[src/rtl/qif_synapse.sv]
`default_nettype none
// ============================================================================
//  Module   : qif_synapse
//  Brief    : Spike-to-current synapse. Rising spike edges add a signed weight
//             to an exponentially decaying current; B = sat8(BIAS + I).
//             Optional refractory window enabled by QIF_SYN_REFRACT_EN.
//  Revision : 1.0 - initial release
// ============================================================================
module qif_synapse #(
    parameter logic signed [7:0] BIAS           = -8'sd20,
    parameter int                TAU_SHIFT      = 2,
    parameter int                DECAY_PERIOD   = 4,
    parameter int                REFRACT_CYCLES = 3
) (
    input  logic              clk,
    input  logic              rst,
    input  logic              spike_in,
    input  logic signed [7:0] weight,
    output logic signed [7:0] B,
    output logic              active,
    output logic        [7:0] spike_count
);

    localparam int c_pc_w = (DECAY_PERIOD > 1) ? $clog2(DECAY_PERIOD) : 1;

    localparam logic [0:0] c_st_idle   = 1'b0;
    localparam logic [0:0] c_st_active = 1'b1;

    function automatic logic signed [7:0] sat8(input logic signed [8:0] v);
        if (v > 9'sd127)
            return 8'sd127;
        else if (v < -9'sd128)
            return -8'sd128;
        else
            return v[7:0];
    endfunction

    logic signed [7:0]  r_i;
    logic               r_spike_q;
    logic [c_pc_w-1:0]  r_pc;
    logic [0:0]         r_state;

    logic               w_edge;
    logic               w_accept;
    logic               w_tick;
    logic signed [7:0]  w_shift;
    logic signed [7:0]  w_step;
    logic signed [8:0]  w_i_dec;
    logic signed [8:0]  w_add;
    logic signed [7:0]  w_i_next;
    logic signed [7:0]  w_b_next;
    logic [0:0]         w_state_next;
    logic [c_pc_w-1:0]  w_pc_next;

    assign w_edge = spike_in && !r_spike_q;

`ifdef QIF_SYN_REFRACT_EN
    localparam int c_ref_w = $clog2(REFRACT_CYCLES + 1);

    logic [c_ref_w-1:0] r_refract;

    assign w_accept = w_edge && (r_refract == '0);

    always_ff @(posedge clk) begin
        if (rst)
            r_refract <= '0;
        else if (w_accept)
            r_refract <= c_ref_w'(REFRACT_CYCLES);
        else if (r_refract != '0)
            r_refract <= r_refract - 1'b1;
    end
`else
    assign w_accept = w_edge;
`endif

    always_comb begin
        w_tick  = (r_state == c_st_active) && (r_pc == c_pc_w'(DECAY_PERIOD - 1));
        w_shift = r_i >>> TAU_SHIFT;
        // A small positive current would otherwise stall at floor(I/2^k)=0.
        w_step  = ((w_shift == 8'sd0) && (r_i > 8'sd0)) ? 8'sd1 : w_shift;
        w_i_dec = w_tick ? ({r_i[7], r_i} - {w_step[7], w_step}) : {r_i[7], r_i};
        w_add   = w_accept ? {weight[7], weight} : 9'sd0;
        w_i_next = sat8(w_i_dec + w_add);
        w_b_next = sat8({BIAS[7], BIAS} + {w_i_next[7], w_i_next});

        w_state_next = (w_i_next != 8'sd0) ? c_st_active : c_st_idle;

        if ((r_state == c_st_idle) || (w_state_next == c_st_idle) || w_tick)
            w_pc_next = '0;
        else
            w_pc_next = r_pc + 1'b1;
    end

    // Edge history keeps tracking through reset so a held level is not a spike.
    always_ff @(posedge clk) begin
        r_spike_q <= spike_in;
    end

    always_ff @(posedge clk) begin
        if (rst) begin
            r_i         <= 8'sd0;
            r_pc        <= '0;
            r_state     <= c_st_idle;
            B           <= BIAS;
            active      <= 1'b0;
            spike_count <= 8'd0;
        end else begin
            r_i         <= w_i_next;
            r_pc        <= w_pc_next;
            r_state     <= w_state_next;
            B           <= w_b_next;
            active      <= (w_i_next != 8'sd0);
            spike_count <= spike_count + {7'd0, w_accept};
        end
    end

endmodule
`default_nettype wire
[config.mk]
export PLATFORM = sky130hd
export DESIGN_NAME = qif_synapse
export DESIGN_NICKNAME = d
export VERILOG_FILES = /design/src/rtl/qif_synapse.sv
export SDC_FILE = /design/constraint.sdc
export NUM_CORES = 1
export LEC_CHECK = 0
export CELL_PAD_IN_SITES_DETAIL_PLACEMENT = 1
export CELL_PAD_IN_SITES_GLOBAL_PLACEMENT = 2
export CORE_MARGIN = 8
export CORE_UTILIZATION = 34
export CTS_BUF_LIST = sky130_fd_sc_hd__clkbuf_16
export CTS_CLUSTER_DIAMETER = 150
export DETAILED_ROUTE_END_ITERATION = 12
export PLACE_DENSITY_LB_ADDON = 0.1
export SYNTH_ARGS = -nofsm -noshare
export SYNTH_HDL_FRONTEND = slang
export SYNTH_SLANG_ARGS = --single-unit
[constraint.sdc]
create_clock -name clk -period 6.1 [get_ports clk]
set_clock_uncertainty 0.2 [all_clocks]
set_input_delay 1.22 -clock clk [delete_from_list [all_inputs] [get_ports clk]]
set_output_delay 1.22 -clock clk [all_outputs]
set_load 0.01 [all_outputs]
==> impl_metrics.ini <==
[status]
status = finished, final reports clean

[sta]
final-setup-viol-count = 0
rsz0062_at_grt = no
achievable-frequency_ghz = 0.1740
finalWorstPathRequiredPeriod_ps = 5746
slew_headroom_pct = 55.21
tightestPinTransition_ps = 669.8
fin_tns_setup_ps = 0
setup_ws_ps = 354.0
fin_crit_sh_pct = 94.20
final-max-slew-violation-count = 0
report.final.hold_viol_count = 0

[synthesis]
post-synth-top-count-cell = sky130_fd_sc_hd__dfxtp_1
yosysSeqAreaShare_pct = 25.59
post_synth.cell_area_avg_um2 = 8.694
yosys_warnings = 0
synth_seq_cells = 28
synth.distinct_cells = 64
asyncSetResetFlopFracSynth_pct = 0
syn_nets = 287
netlist_top_cells_count = 28 x sky130_fd_sc_hd__dfxtp_1, 22 x sky130_fd_sc_hd__ha_1, 17 x sky130_fd_sc_hd__nand2_1, 15 x sky130_fd_sc_hd__inv_1, 13 x sky130_fd_sc_hd__nor2_1
synth_area_leader_cell = sky130_fd_sc_hd__dfxtp_1
synth_enable_flop_cells = 0
post_synth_instance_area_um2 = 2191
synthFlopType = sky130_fd_sc_hd__dfxtp_1
post-synth-top-area-fraction_pct = 25.59
ys_top_cells_by_area = sky130_fd_sc_hd__dfxtp_1 26%, sky130_fd_sc_hd__ha_1 13%, sky130_fd_sc_hd__xor2_1 4.4%
syn-instance-count = 252

[layout]
fillCellCount = 765
final_cell_count_no_fill = 363
regArea_um2 = 560.5
n_antenna_cell = 0
finish.net_count = 322
share_of_final_layout_standard_cells_stronger_than_drive_strength_1_pct = 13.99
multi_input_area_um2 = 1577
area_growth_pct = 24.73

[critical_path]
cp-startpoint = r_i[7]
start_kind = flip-flop
r2r_start = r_i[7]
slack_of_the_worst_reg_to_reg_path_ps = 350
critPathMaxFanout = 6
worstPathArrival_ps = 5740
timing.critical_path.required_ps = 6100
capture_point_of_the_worst_reg_to_reg_path = B[1]
criticalPathCategory = flip-flop to flip-flop
rr_worst_depth = 24
cp_capture_type = flip-flop

[cts]
postCtsResizedCells = 0
root_buffer = sky130_fd_sc_hd__clkbuf_16
cts_hold_buffers = 0
post_cts.repair.setup_buffers = 0
h-tree-depth = 1
path_clk_slew_ps = 80
clk_latency_ps = 260
clock_sinks = 28
tritoncts.num_buffers = 3
ctsLongestPathBuffers = 2
clock_tree_from_tritoncts = yes

[placed_design]
io_buffer_count = 27
dpl_worst_slack_ps = 149.9
place_inst = 359
detailed_place_hpwl_um = 5151
routabilityCongestion = 0.8501

[drt]
vias_per_cell = 5.435
remaining_drc_errors = 0
drt_wl_total_um = 6356
vias = 1973
drt_pass1_iterations = 4
post_drt_wl_per_cell_um = 17.51
final_antenna_net_count = 0
drt_first_iter_violations = 60

[grt]
track_usage_pct = 14.33
first_global_vias = 2038
global_route_wire_length_before_repair_um = 10490
overflow = 0
antenna_violations_before_repair = 0
grt_start_max_net_pins = 19

[floorplan]
start_util_pct = 34.90
placeable_core_region_um2 = 6277
floorplan.die_area_um2 = 9268
die_h_um = 96.27
die_w_um = 96.27
boundaryPins = 28
floorplan.rows = 29

[run]
maxCapViolCount = 0

[power_and_ir_drop]
cellLeakagePower_uw = 0.001118
ratio_of_total_power_to_cell_area_nw_per_um2 = 309.6
power.ir.vdd_worst_mv = 0.1517

[hold_path]
whs_path_depth = 2
holdPathEnd = spike_count[7]
hp-class = flip-flop to flip-flop
worst_hold_startpoint = spike_count[7]
[how the worst max path moves through the flow]
| stage | to | slack, ps | cells past startpoint |
|---|---|---|---|
| after floorplan | B[0] | 470 | 25 |
| after global placement | B[1] | 270 | 17 |
| after detailed placement | B[1] | 150 | 17 |
| after CTS | B[1] | 220 | 24 |
| after global routing | B[6] | 8 | 24 |
| final | B[1] | 350 | 24 |
[critical path, cell delays in order, from the launching register on]
cell and delay, ps:
sky130_fd_sc_hd__dfxtp_1 340, sky130_fd_sc_hd__inv_1 130, sky130_fd_sc_hd__ha_1 160, sky130_fd_sc_hd__nand3_1 70
sky130_fd_sc_hd__a41o_1 240, sky130_fd_sc_hd__ha_1 210, sky130_fd_sc_hd__fa_1 420, sky130_fd_sc_hd__nor2b_2 150
sky130_fd_sc_hd__o31a_1 180, sky130_fd_sc_hd__nor2_1 70, sky130_fd_sc_hd__xnor2_1 120, sky130_fd_sc_hd__o21ai_0 320
sky130_fd_sc_hd__ha_2 400, sky130_fd_sc_hd__nand3_1 100, sky130_fd_sc_hd__a21o_1 130, sky130_fd_sc_hd__o211ai_2 150
sky130_fd_sc_hd__or3_4 450, sky130_fd_sc_hd__nand2_2 90, sky130_fd_sc_hd__maj3_1 180, sky130_fd_sc_hd__inv_1 80
sky130_fd_sc_hd__ha_1 310, sky130_fd_sc_hd__or4_1 520, sky130_fd_sc_hd__o32ai_2 260, sky130_fd_sc_hd__o2111ai_2 200
sky130_fd_sc_hd__o22ai_1 190
[layer usage]
layer,vias up,wire [µm],track usage (%)
met4,0,44,2.689
met2,24,3046,24.40
li1,998,-,-
met3,4,113,1.482
met1,947,3152,19.08
met5,-,0,0
[sequential cells by signal (all words and copies together) (netlist names)]
| name | flops |
|---|---|
| spike_count | 8 |
| B | 8 |
| active | 1 |
| r_spike_q | 1 |
| r_i | 8 |
| r_pc | 2 |
[layout by cell type (no fill, tap or decap), types with 3 or more instances in the layout]
cell / count
sky130_fd_sc_hd__o211ai_1: 5
sky130_fd_sc_hd__o221ai_1: 3
sky130_fd_sc_hd__xor2_1: 11
sky130_fd_sc_hd__o22ai_1: 3
sky130_fd_sc_hd__nand3_1: 10
sky130_fd_sc_hd__and3_1: 3
sky130_fd_sc_hd__o31ai_1: 3
sky130_fd_sc_hd__nor2_1: 13
sky130_fd_sc_hd__and2_1: 7
sky130_fd_sc_hd__dfxtp_1: 28
sky130_fd_sc_hd__nand2_1: 17
sky130_fd_sc_hd__inv_1: 15
sky130_fd_sc_hd__a21oi_1: 12
sky130_fd_sc_hd__a211oi_1: 3
sky130_fd_sc_hd__clkdlybuf4s50_1: 27
sky130_fd_sc_hd__xnor2_1: 8
sky130_fd_sc_hd__o21ai_0: 9
sky130_fd_sc_hd__clkbuf_16: 3
sky130_fd_sc_hd__o21ai_1: 6
sky130_fd_sc_hd__nand2b_1: 3
sky130_fd_sc_hd__ha_1: 20
sky130_fd_sc_hd__buf_4: 9
sky130_fd_sc_hd__nor2b_1: 5
sky130_fd_sc_hd__a21o_1: 5
sky130_fd_sc_hd__nor3_1: 3
[final cells by class]
| cell class | count | area share, % |
|---|---|---|
| clock inverter | 1 | 1.099 |
| clock buffer | 3 | 2.747 |
| timing repair buffer | 36 | 12.36 |
| multi-input combinational | 203 | 57.69 |
| sequential | 28 | 20.51 |
| inverter | 15 | 2.060 |
| tap | 77 | 3.526 |
[where the power goes]
group	switching [µW]	leakage (µW)	internal (µW)
clock network	67.5	0.0000511	131
logic	232	0.000836	188
registers	16.4	0.000231	212
total	316	0.00112	530
[logic make-up (layout without fill, tap and decap cells)]
family / after synthesis / after routing / share of synthesized area (%)
flops: 28 / 28 / 25.59
compound gates: 76 / 76 / 25.99
buf+inv: 21 / 55 / 3.769
mux: 1 / 1 / 0.5140
simple gates: 81 / 81 / 20.96
fa+ha+maj: 25 / 25 / 14.85
xor+xnor: 20 / 20 / 8.338
[stage by stage]
step / power (µW) / instance area (µm²) / hold slack, ps / utilization [%]
2_1_floorplan: 504.7 / 2191 / 344.4 / -
3_3_place_gp: 643.2 / 2599 / 295.3 / 41.40
3_5_place_dp: 642.8 / 2599 / 312.8 / 41.40
4_1_cts: 845.8 / 2704 / 330.1 / 43.07
5_1_grt: 904.2 / 2733 / 358.9 / 43.53
6_report: 846.1 / 2733 / 319.2 / 43.53
Note: power is estimated with default switching activity, not from simulation.
